`src/rtl/gshare_history_unit.sv`:
```
// gshare front-end helper: owns the global history and the read index,
// tracks in-flight predictions in order, and drives the PHT write port on resolve.
module gshare_history_unit #(
    parameter int ENTRY = 8,
    parameter int DEPTH = 4
) (
    input  logic                     clk,
    input  logic                     reset,
    input  logic                     pred_valid,
    input  logic [31:0]              pred_pc,
    output logic                     pred_ready,
    output logic [ENTRY-1:0]         read_index,
    input  logic [1:0]               pht_out,
    output logic                     pred_taken,
    input  logic                     resolve_valid,
    input  logic                     resolve_taken,
    input  logic                     resolve_mispredict,
    output logic [ENTRY-1:0]         write_index,
    input  logic [1:0]               current_state,
    output logic [1:0]               pht_in,
    output logic                     pht_load,
    output logic [ENTRY-1:0]         ghr,
    output logic [$clog2(DEPTH):0]   count
);

    localparam int PTR_W = $clog2(DEPTH);
    localparam int CNT_W = PTR_W + 1;

    logic [ENTRY-1:0] ghr_q, ghr_d;
    logic [PTR_W-1:0] head_q, head_d;
    logic [PTR_W-1:0] tail_q, tail_d;
    logic [CNT_W-1:0] count_q, count_d;

    logic [ENTRY-1:0] idxMem_q  [DEPTH];
    logic [ENTRY-1:0] snapMem_q [DEPTH];
    logic             dirMem_q  [DEPTH];

    logic queueEmpty;
    logic doPop;
    logic doFlush;
    logic doPush;

    assign queueEmpty = (count_q == '0);
    assign pred_ready = (count_q != CNT_W'(DEPTH));
    assign read_index = pred_pc[ENTRY+1:2] ^ ghr_q;
    assign pred_taken = pht_out[1];

    assign doPop   = resolve_valid && !queueEmpty;
    assign doFlush = doPop && resolve_mispredict;
    // A mispredict redirects fetch, so any push in the same cycle is dropped.
    assign doPush  = pred_valid && pred_ready && !doFlush;

    assign pht_load    = doPop;
    assign write_index = queueEmpty ? '0 : idxMem_q[head_q];
    assign ghr         = ghr_q;
    assign count       = count_q;

    // Two-bit saturating counter update for the resolved branch.
    always_comb begin
        pht_in = current_state;
        if (resolve_taken) begin
            if (current_state != 2'b11) pht_in = current_state + 2'd1;
        end else begin
            if (current_state != 2'b00) pht_in = current_state - 2'd1;
        end
    end

    always_comb begin
        ghr_d   = ghr_q;
        head_d  = head_q;
        tail_d  = tail_q;
        count_d = count_q;
        if (doFlush) begin
            ghr_d   = {snapMem_q[head_q][ENTRY-2:0], resolve_taken};
            head_d  = tail_q;
            count_d = '0;
        end else begin
            if (doPush) begin
                ghr_d  = {ghr_q[ENTRY-2:0], pred_taken};
                tail_d = tail_q + PTR_W'(1);
            end
            if (doPop) begin
                head_d = head_q + PTR_W'(1);
            end
            if (doPush && !doPop) begin
                count_d = count_q + CNT_W'(1);
            end else if (!doPush && doPop) begin
                count_d = count_q - CNT_W'(1);
            end
        end
    end

    always_ff @(posedge clk) begin
        if (reset) begin
            ghr_q   <= '0;
            head_q  <= '0;
            tail_q  <= '0;
            count_q <= '0;
        end else begin
            ghr_q   <= ghr_d;
            head_q  <= head_d;
            tail_q  <= tail_d;
            count_q <= count_d;
        end
    end

    // Entry payload needs no reset; validity is tracked by head/tail/count.
    always_ff @(posedge clk) begin
        if (doPush) begin
            idxMem_q[tail_q]  <= read_index;
            snapMem_q[tail_q] <= ghr_q;
            dirMem_q[tail_q]  <= pred_taken;
        end
    end

    logic unused_bits;
    assign unused_bits = ^{pred_pc[31:ENTRY+2], pred_pc[1:0], pht_out[0],
                           snapMem_q[head_q][ENTRY-1], dirMem_q[head_q]};

endmodule

```
`config.mk`:
```
export PLATFORM = sky130hd
export DESIGN_NAME = gshare_history_unit
export DESIGN_NICKNAME = d
export VERILOG_FILES = /design/src/rtl/gshare_history_unit.sv
export SDC_FILE = /design/constraint.sdc
export NUM_CORES = 1
export LEC_CHECK = 0
export CORE_UTILIZATION = 32
export CTS_CLUSTER_DIAMETER = 60
export DETAILED_ROUTE_END_ITERATION = 10
export SLEW_MARGIN = 25
export SYNTH_ARGS = -nofsm -noshare
export SYNTH_HDL_FRONTEND = slang
export SYNTH_SLANG_ARGS = --single-unit
```
`constraint.sdc`:
```
create_clock -name clk -period 3.4 [get_ports clk]
set_clock_uncertainty 0.2 [all_clocks]
set_input_delay 0.34 -clock clk [delete_from_list [all_inputs] [get_ports clk]]
set_output_delay 0.34 -clock clk [all_outputs]
set_load 0.01 [all_outputs]
```
# After elaboration in Yosys (flattened, before gate mapping)
# Memory sizes are Yosys's and may differ from the RTL's. A register that Yosys moved wholly into a read port is not among the register bits.
# Index checks and enable logic that the tools add are counted.
dict set report totals {
  output_inout_bits 32
  input_bits 42
  ram_bits 64
  elab_cells 49
  regBits 15
  memories 2
}
# name words word_bits rd rd_ports_with_merged_regs write_ports line_no
set memory_table {}
lappend memory_table {idxMem_q 4 8 1 1 1 34} ;# logic [ENTRY-1:0] idxMem_q [DEPTH];
lappend memory_table {snapMem_q 4 8 1 1 1 35} ;# logic [ENTRY-1:0] snapMem_q [DEPTH];
dict set report op_classes {
  add_sub_neg 6
  n_eq_ne 2
  n_reduce_logical 17
  bitwise 2
  muxes 16
}
# operator n
set op_table {}
lappend op_table {{$mux W8} 3}
lappend op_table {{$mux W2} 9}
lappend op_table {{$reduce_bool A2 Y1} 4}
lappend op_table {{$xor A8 B8 Y8} 1}
lappend op_table {{$add A2 B1 Y2 const B} 3}
lappend op_table {{$logic_and A1 B1 Y1} 6}
lappend op_table {{$mux W3} 2}
lappend op_table {{$logic_not A1 Y1} 4}
lappend op_table {{$add A3 B1 Y3 const B} 1}
lappend op_table {{$logic_not A3 Y1} 1}
lappend op_table {{$ne A3 B3 Y1 const B} 1}
lappend op_table {{$sub A3 B1 Y3 const B} 1}
lappend op_table {{$mux W1} 2}
lappend op_table {{$ne A2 B2 Y1 const B} 1}
lappend op_table {{$reduce_and A2 Y1} 1}
lappend op_table {{$reduce_or A2 Y1} 1}
lappend op_table {{$sub A2 B1 Y2 const B} 1}
lappend op_table {{$not A1 Y1} 1}

# Longest topological paths before layout
# Gate-level depths: netlist (run 1).
dict set report logic_depth {
  ltp_word 10
  depth_mapped 9
  ltp_nobuf 8
}

# Least setup slack after synthesis (run 1)
# Ideal clock, no wire load.
dict set report synth_timing {
  path_kind {register to register}
  from {register count_q[0] (netlist: count[0])}
  to {register count_q[2] (netlist: count[2])}
  path_stages_with_launch 10
  required_time_ns 3.130
  arrival_ns 2.205
  setup_slack_ns 0.925
  setup_time_ns 0.070
  path_cell_list {dfxtp_1 clkbuf_1 o31a_1 inv_2 ha_1 inv_1 fa_1 xor2_1 or3_1 a21oi_1}
}
dict set report synth_via {
  elab_chain_cells 9
}
# element line_no
set synth_rtl {}
lappend synth_rtl {{start: declaration} 32} ;# logic [CNT_W-1:0] count_q, count_d;
lappend synth_rtl {{start signal: assignment} 103} ;# count_q <= count_d;
lappend synth_rtl {{$logic_not A3 Y1 *} 43} ;# assign queueEmpty = (count_q == '0);
lappend synth_rtl {{$logic_not A1 Y1 *} 48} ;# assign doPop = resolve_valid && !queueEmpty;
lappend synth_rtl {{$logic_and A1 B1 Y1 *} 48}
lappend synth_rtl {{via pht_load} 21} ;# output logic pht_load,
lappend synth_rtl {{$logic_and A1 B1 Y1} 49} ;# assign doFlush = doPop && resolve_mispredict;
lappend synth_rtl {{$logic_not A1 Y1} 51} ;# assign doPush = pred_valid && pred_ready && !doFlush;
lappend synth_rtl {{$logic_and A1 B1 Y1} 51}
lappend synth_rtl {{$logic_not A1 Y1} 87} ;# end else if (!doPush && doPop) begin
lappend synth_rtl {{$logic_and A1 B1 Y1} 87}
lappend synth_rtl {{$reduce_bool A2 Y1 (no source line)} --}
# The timed path passes the listed nets; every way through them passes the cells marked *. The select of a mux whose other input is x is not followed.
# A chain may end at the register's enable or synchronous reset.

# Final worst setup path (run 1)
dict set report layout_timing {
  from {register count_q[0] (netlist: count[0])}
  to {register count_q[2] (netlist: count[2])}
}
dict set report layout_via {
  elab_chain_cells 9
}
# element line_no
set layout_rtl {}
lappend layout_rtl {{$logic_not A3 Y1} 43}
lappend layout_rtl {{$logic_not A1 Y1} 48}
lappend layout_rtl {{$logic_and A1 B1 Y1} 48}
lappend layout_rtl {{$logic_and A1 B1 Y1} 49}
lappend layout_rtl {{$logic_not A1 Y1} 51}
lappend layout_rtl {{$logic_and A1 B1 Y1} 51}
lappend layout_rtl {{$logic_not A1 Y1} 87}
lappend layout_rtl {{$logic_and A1 B1 Y1} 87}
lappend layout_rtl {{$reduce_bool A2 Y1 (no source line)} --}
# Parallel ways exist; a longest one is shown, timed or not. The select of a mux whose other input is x is not followed.

==> results.sh, run 1 <==
export IMPL_outcome="completed"
export IMPL_cp_required_ns=3.49
export IMPL_powerDensity_nw_per_um2=649
export IMPL_clkPwrFrac_pct=23.6
export IMPL_antenna_found_initial=0
export IMPL_wl_per_cell_um=16.1
export IMPL_place_port_buffers=48
export IMPL_grt_pass1_vias=1967
export IMPL_crit_buf_inv=1
export IMPL_vias=1941
export IMPL_grt_usage_pct=12.9
export IMPL_worst_pin_slew_ns=0.685
export IMPL_cts_resized=0
export IMPL_drtIter0Drc=80
export IMPL_cp_start_kind="flop"
export IMPL_ys_top_cells_by_count="edfxtp_1, dfxtp_1, mux4_1"
export IMPL_period_minus_slack_ns=2.71
export IMPL_timing_final_crit_share_pct=79.6
export IMPL_crit_cells=8
export IMPL_ys_ff_latch=77
export IMPL_async_flop_share_pct=0
export IMPL_hold_depth=2
export IMPL_drive_above_1_share_pct=12.1
export IMPL_relSlewSlack_pct=54.3
export IMPL_r2r_end="count[2]$_SDFFE_PP0P_"
export IMPL_switching_share_pct=30.5
export IMPL_cts_root_buf="clkbuf_8"
export IMPL_ant_nets=0
export IMPL_n_antenna_cell=0
export IMPL_ir_drop_v=0.000210
export IMPL_crit_family="simple AND/OR/NAND/NOR gates"
export IMPL_max_freq_mhz=370
export IMPL_wl_mm=6.59
export IMPL_synth_nets=257
export IMPL_cts_sinks=77
export IMPL_netlist_instances=209
export IMPL_yosysMostFrequentCell="edfxtp_1"
export IMPL_hp_class="reg2reg"
export IMPL_netlist_cell_type_count=42
export IMPL_die_h_um=105
export IMPL_ys_warn_count=0
export IMPL_hold_end="head_q[1]$_SDFFE_PP0N_"
export IMPL_slew_violations=0
export IMPL_post_cts_buffers=0
export IMPL_finalInstanceArea_um2=4240
export IMPL_hold_buffers=0
export IMPL_start_util_pct=33.0
export IMPL_path_class="reg2reg"
export IMPL_timing_rr_start="count[0]$_SDFFE_PP0P_"
export IMPL_reg2reg_setup_slack_ns=0.69
export IMPL_num_rows=37
export IMPL_hold_slack_ns=0.307
export IMPL_overflow=0
export IMPL_comb_power_share_pct=28.9
export IMPL_power_frac_seq_pct=47.5
export IMPL_cp_max_fo=15
export IMPL_power_switching_mw=0.837
export IMPL_drc=0
export IMPL_r2r_cells=8
export IMPL_yosys_area_top_type_share_pct=53.1
export IMPL_fin_nets=316
export IMPL_fin_ws_ns=0.694
export IMPL_clock_latency_ns=0.35
export IMPL_numCtsBuffers=9
export IMPL_synthToLayoutAreaGrowth_pct=24.9
export IMPL_die_w_um=105
export IMPL_intPower_mw=1.91
export IMPL_cts_root_to_sink_buffers=2
export IMPL_placed_area_um2=4050
export IMPL_hpwl_mm=4.26
export IMPL_crit_path_end_kind="flop"
export IMPL_rsz0062_at_grt="no"
export IMPL_h_tree_depth=3
export IMPL_grt_pass1_wl_mm=10.4
export IMPL_slowest_delay_ns=0.69
export IMPL_yosys_area_top_type="edfxtp_1"
export IMPL_core_um2=10300
export IMPL_place_congestion=0.724
export IMPL_grt_max_degree=17
export IMPL_hold_violations=0
export IMPL_synth_area_um2=3390
export IMPL_clkTransAtPathRegs_ns=0.08
export IMPL_p_leak_nw=1.45
export IMPL_fp_dieArea_um2=11000
export IMPL_crit_path_cell_trace="nor3b_2 -> nor3_4 -> ha_1 -> inv_1 -> fa_1 -> xor2_1 -> or3_1 -> a21oi_1"
export IMPL_syn_avg_cell_area_um2=16.2
export IMPL_post_place_ws_ns=0.515
export IMPL_holdCritStartpoint="head_q[1]$_SDFFE_PP0N_"
export IMPL_synth_flop_cell="edfxtp_1"
export IMPL_dr_pass1_iters=4
export IMPL_io_pin_count=74
export IMPL_setup_viol=0
export IMPL_drv_cap=0
export IMPL_synthTopCellsByArea="edfxtp_1, mux4_1, dfxtp_1"
export IMPL_yosysSeqAreaShare_pct=63.2
export IMPL_synth_edf_count=60
export IMPL_crit_path_top_delay_cell="dfxtp_1"
export IMPL_vias_per_cell=4.75
export IMPL_cts_tree="built"
export IMPL_fin_setup_tns_ns=0
export IMPL_crit_arrival_ns=2.79
[through the flow]
step | cells | utilization [%] | power [mW]
after CTS | 409 | 41.2 | 2.79
final | 409 | 41.2 | 2.75
after global placement | 393 | 39.4 | 2.12
after detailed placement | 393 | 39.4 | 2.14
after floorplan | 209 | - | 1.77
after global routing | 409 | 41.2 | 2.90
[power by group through the flow]
stage / clock (mW) / sequential [mW] / combinational (mW)
floorplan: 0 / 1.29 / 0.476
global placement: 0 / 1.32 / 0.798
detailed placement: 0 / 1.33 / 0.810
CTS: 0.667 / 1.31 / 0.812
global route: 0.706 / 1.33 / 0.869
finish: 0.649 / 1.31 / 0.795
[cells in the final DEF (no fill, tap or decap), drive strengths merged]
| cell type | n |
|---|---|
| maj3 | 2 |
| inv | 11 |
| o211ai | 7 |
| dfxtp | 17 |
| nand3 | 1 |
| nand3b | 1 |
| o21ai | 4 |
| nor2 | 7 |
| clkinv | 2 |
| buf | 10 |
| nand2 | 9 |
| o311ai | 1 |
| clkinvlp | 1 |
| nand2b | 10 |
| edfxtp | 60 |
| ha | 5 |
| or3 | 1 |
| clkdlybuf4s50 | 48 |
| clkbuf | 9 |
| o31a | 1 |
| a311oi | 1 |
| nand4bb | 7 |
| nor3b | 2 |
| and2 | 5 |
| mux2i | 2 |
| and2b | 1 |
| fa | 1 |
| nor3 | 2 |
| nor2b | 8 |
| a31oi | 1 |
| a22o | 7 |
| a21oi | 2 |
| o211a | 1 |
| mux4 | 15 |
| mux2 | 1 |
| xor2 | 10 |
[worst reg2reg max path: stages, from the launching register on]
cell and delay [ns]:
dfxtp_1 0.69, nor3b_2 0.16, nor3_4 0.33, ha_1 0.24, inv_1 0.06, fa_1 0.37, xor2_1 0.15, or3_1 0.30
a21oi_1 0.14
[worst max path at each step]
| stage | start | end | slack, ns |
|---|---|---|---|
| finish | count[0]$_SDFFE_PP0P_ | count[2]$_SDFFE_PP0P_ | 0.69 |
| global route | count[0]$_SDFFE_PP0P_ | count[2]$_SDFFE_PP0P_ | 0.53 |
| detailed placement | resolve_mispredict | count[2]$_SDFFE_PP0P_ | 0.51 |
| CTS | flop | write_index[1] | 0.65 |
| floorplan | count[0]$_SDFFE_PP0P_ | count[2]$_SDFFE_PP0P_ | 0.93 |
| global placement | resolve_mispredict | count[2]$_SDFFE_PP0P_ | 0.51 |
[metal layers]
metal	vias up	track usage (%)	routed length [µm]
li1	936	-	-
met1	955	15.8	3010
met2	41	21.7	3290
met3	9	2.56	195
met4	0	6.04	100
met5	-	0	0
[area by class of cell]
class                      instances  area [µm²]
clock inverter                     7        65.1
inverter                           7        26.3
sequential                        77        2140
clock buffer                       9         124
multi-input combinational        115        1150
tap                              136         170
timing repair buffer              58         556
fill                             955        6040
[logic make-up (layout without fill, tap and decap cells)]
family	Yosys count	count (layout)	share of synthesized area, %
AOI/OAI and AO/OA	25	25	5.72
xor gates and xnor gates	10	10	2.58
adders and majority gates	8	8	3.03
buffers and inverters	17	81	2.84
DFF	77	77	63.2
muxes	18	18	12.3
and+or+nand+nor	54	54	10.3
[state kept, by name, summed over array words and instances (netlist names), named ones only]
register / cells
tail_q: 2
count: 3
ghr: 8
head_q: 2
idxMem_q: 32
snapMem_q: 28
Note: power is estimated with default switching activity, not from simulation.
==> inputs of run 2 (changes only) <==
==> constraint.sdc (replaced) <==
create_clock -name clk -period 2.6 [get_ports clk]
set_clock_uncertainty 0.2 [all_clocks]
set_input_delay 0.26 -clock clk [delete_from_list [all_inputs] [get_ports clk]]
set_output_delay 0.26 -clock clk [all_outputs]
set_load 0.01 [all_outputs]
==> run 2 against run 1 <==
Net effect:
- worst hold slack improved by 0.021 ns
- combinational power is 46% higher
- core utilization grew 1.5 points
- non-clock buffer count rose by 12
- clock power increased by 65%
- via count up 2.3%
- sequential cell count unchanged
- critical path type is now reg2out
- largest cell class unchanged
- highest routed layer unchanged
==> results.sh, run 2 (synthesized netlist as in run 1, its figures left out) <==
export IMPL_outcome="completed"
export IMPL_relSlewSlack_pct=65.4
export IMPL_fin_nets=328
export IMPL_io_pin_count=74
export IMPL_critPathCapture="write_index[1]"
export IMPL_place_congestion=0.716
export IMPL_reg2reg_setup_slack_ns=0.24
export IMPL_timing_rr_start="count[1]$_SDFFE_PP0P_"
export IMPL_vias=1985
export IMPL_finalPower_mw=3.90
export IMPL_vias_per_cell=4.71
export IMPL_worst_pin_slew_ns=0.517
export IMPL_cts_sinks=77
export IMPL_die_h_um=105
export IMPL_hp_class="reg2reg"
export IMPL_cp_required_ns=2.14
export IMPL_drv_cap=0
export IMPL_cts_root_to_sink_buffers=2
export IMPL_start_util_pct=33.0
export IMPL_p_leak_nw=1.54
export IMPL_fp_dieArea_um2=11000
export IMPL_crit_cells=4
export IMPL_setup_viol=0
export IMPL_wl_per_cell_um=16.5
export IMPL_mostFrequentLayoutCells="edfxtp_1, clkdlybuf4s50_1, buf_4"
export IMPL_drc=0
export IMPL_drive_above_1_share_pct=15.4
export IMPL_cts_root_buf="clkbuf_8"
export IMPL_crit_path_cell_trace="buf_12 -> mux4_1 -> nor2b_1 -> clkdlybuf4s50_1"
export IMPL_clock_latency_ns=0.34
export IMPL_cts_tree="built"
export IMPL_hpwl_mm=4.34
export IMPL_overflow=0
export IMPL_grt_max_degree=16
export IMPL_wl_mm=6.93
export IMPL_r2r_cells=8
export IMPL_slowest_delay_ns=0.55
export IMPL_die_w_um=105
export IMPL_path_class="reg2out"
export IMPL_crit_buf_inv=2
export IMPL_r2r_end="count[2]$_SDFFE_PP0P_"
export IMPL_grt_pass1_wl_mm=11.1
export IMPL_synthToLayoutAreaGrowth_pct=29.4
export IMPL_cp_max_fo=14
export IMPL_final_common_cell="edfxtp_1"
export IMPL_largest_reg_flops=32
export IMPL_place_port_buffers=48
export IMPL_largest_register="idxMem_q"
export IMPL_num_rows=37
export IMPL_crit_path_top_delay_cell="mux4_1"
export IMPL_crit_family="buffers and inverters"
export IMPL_slew_violations=0
export IMPL_crit_arrival_ns=2.01
export IMPL_final_util_pct=42.7
export IMPL_grt_usage_pct=13.5
export IMPL_numCtsBuffers=9
export IMPL_grt_pass1_vias=2032
export IMPL_max_freq_mhz=406
export IMPL_n_antenna_cell=0
export IMPL_ir_drop_v=0.000359
export IMPL_h_tree_depth=3
export IMPL_rsz0062_at_grt="no"
export IMPL_fin_setup_tns_ns=0
export IMPL_hold_depth=2
export IMPL_timing_final_crit_share_pct=94.8
export IMPL_hold_violations=0
export IMPL_powerDensity_nw_per_um2=888
export IMPL_core_um2=10300
export IMPL_antenna_found_initial=0
export IMPL_dr_pass1_iters=4
export IMPL_period_minus_slack_ns=2.47
export IMPL_clkTransAtPathRegs_ns=0.08
export IMPL_crit_path_end_kind="primary output"
export IMPL_drtIter0Drc=99
export IMPL_cp_start_kind="flop"
export IMPL_ant_nets=0
## run 2: layout make-up
cell class                      instances  area, µm²
Tap cell                              136        170
Clock buffer                            9        124
Inverter                                7       26.3
Sequential cell                        77       2140
Clock inverter                          7        114
Timing Repair Buffer                   70        658
Fill cell                             965       5890
Multi-Input combinational cell        115       1150
## run 2: per-stage QoR
| stage | std cells | area (µm²) | hold slack (ns) | setup slack (ns) |
|---|---|---|---|---|
| floorplan | 209 | 3390 | 0.241 | 0.125 |
| global placement | 400 | 4110 | 0.292 | 0.0483 |
| detailed placement | 400 | 4110 | 0.321 | 0.0216 |
| CTS | 416 | 4350 | 0.332 | 0.0404 |
| global route | 421 | 4390 | 0.355 | 0.0192 |
| finish | 421 | 4390 | 0.328 | 0.134 |
## run 2: repair_timing
action	in CTS	in global routing
hold endpoints to repair	0	0
hold buffers	0	0
endpoints found under the setup margin	0	5
gates resized for setup	0	1
setup buffers	0	5
## run 2: worst min-delay path by stage
| stage | start | to | slack [ns] |
|---|---|---|---|
| after floorplan | resolve_taken | ghr[0]$_SDFFE_PP0P_ | 0.24 |
| after global placement | head_q[1]$_SDFFE_PP0N_ | head_q[1]$_SDFFE_PP0N_ | 0.29 |
| after detailed placement | head_q[1]$_SDFFE_PP0N_ | flop | 0.32 |
| after CTS | head_q[1]$_SDFFE_PP0N_ | head_q[1]$_SDFFE_PP0N_ | 0.33 |
| after global routing | head_q[0]$_SDFFE_PP0N_ | flop | 0.36 |
| final | head_q[1]$_SDFFE_PP0N_ | head_q[1]$_SDFFE_PP0N_ | 0.33 |
## run 2: where the power goes
group / switching (mW) / leakage [nW] / total (mW) / internal [mW]
clock network: 0.432 / 0.115 / 1.07 / 0.633
registers: 0.110 / 0.696 / 1.67 / 1.56
logic: 0.529 / 0.727 / 1.16 / 0.630
## run 2: layer usage
metal | track usage (%) | routed length, µm | vias to the layer above
li1 | - | - | 950
met1 | 17.5 | 3180 | 984
met2 | 21.9 | 3380 | 45
met3 | 3.68 | 280 | 6
met4 | 4.73 | 92 | 0
met5 | 0 | 0 | -
## run 2: worst reg2reg max path: stages (launching register included)
cell     delay, ns
dfxtp_1       0.53
nor3b_2       0.12
nor3_4        0.19
ha_1          0.20
inv_1         0.06
fa_1          0.37
xor2_1        0.15
or3_1         0.30
a21oi_1       0.16
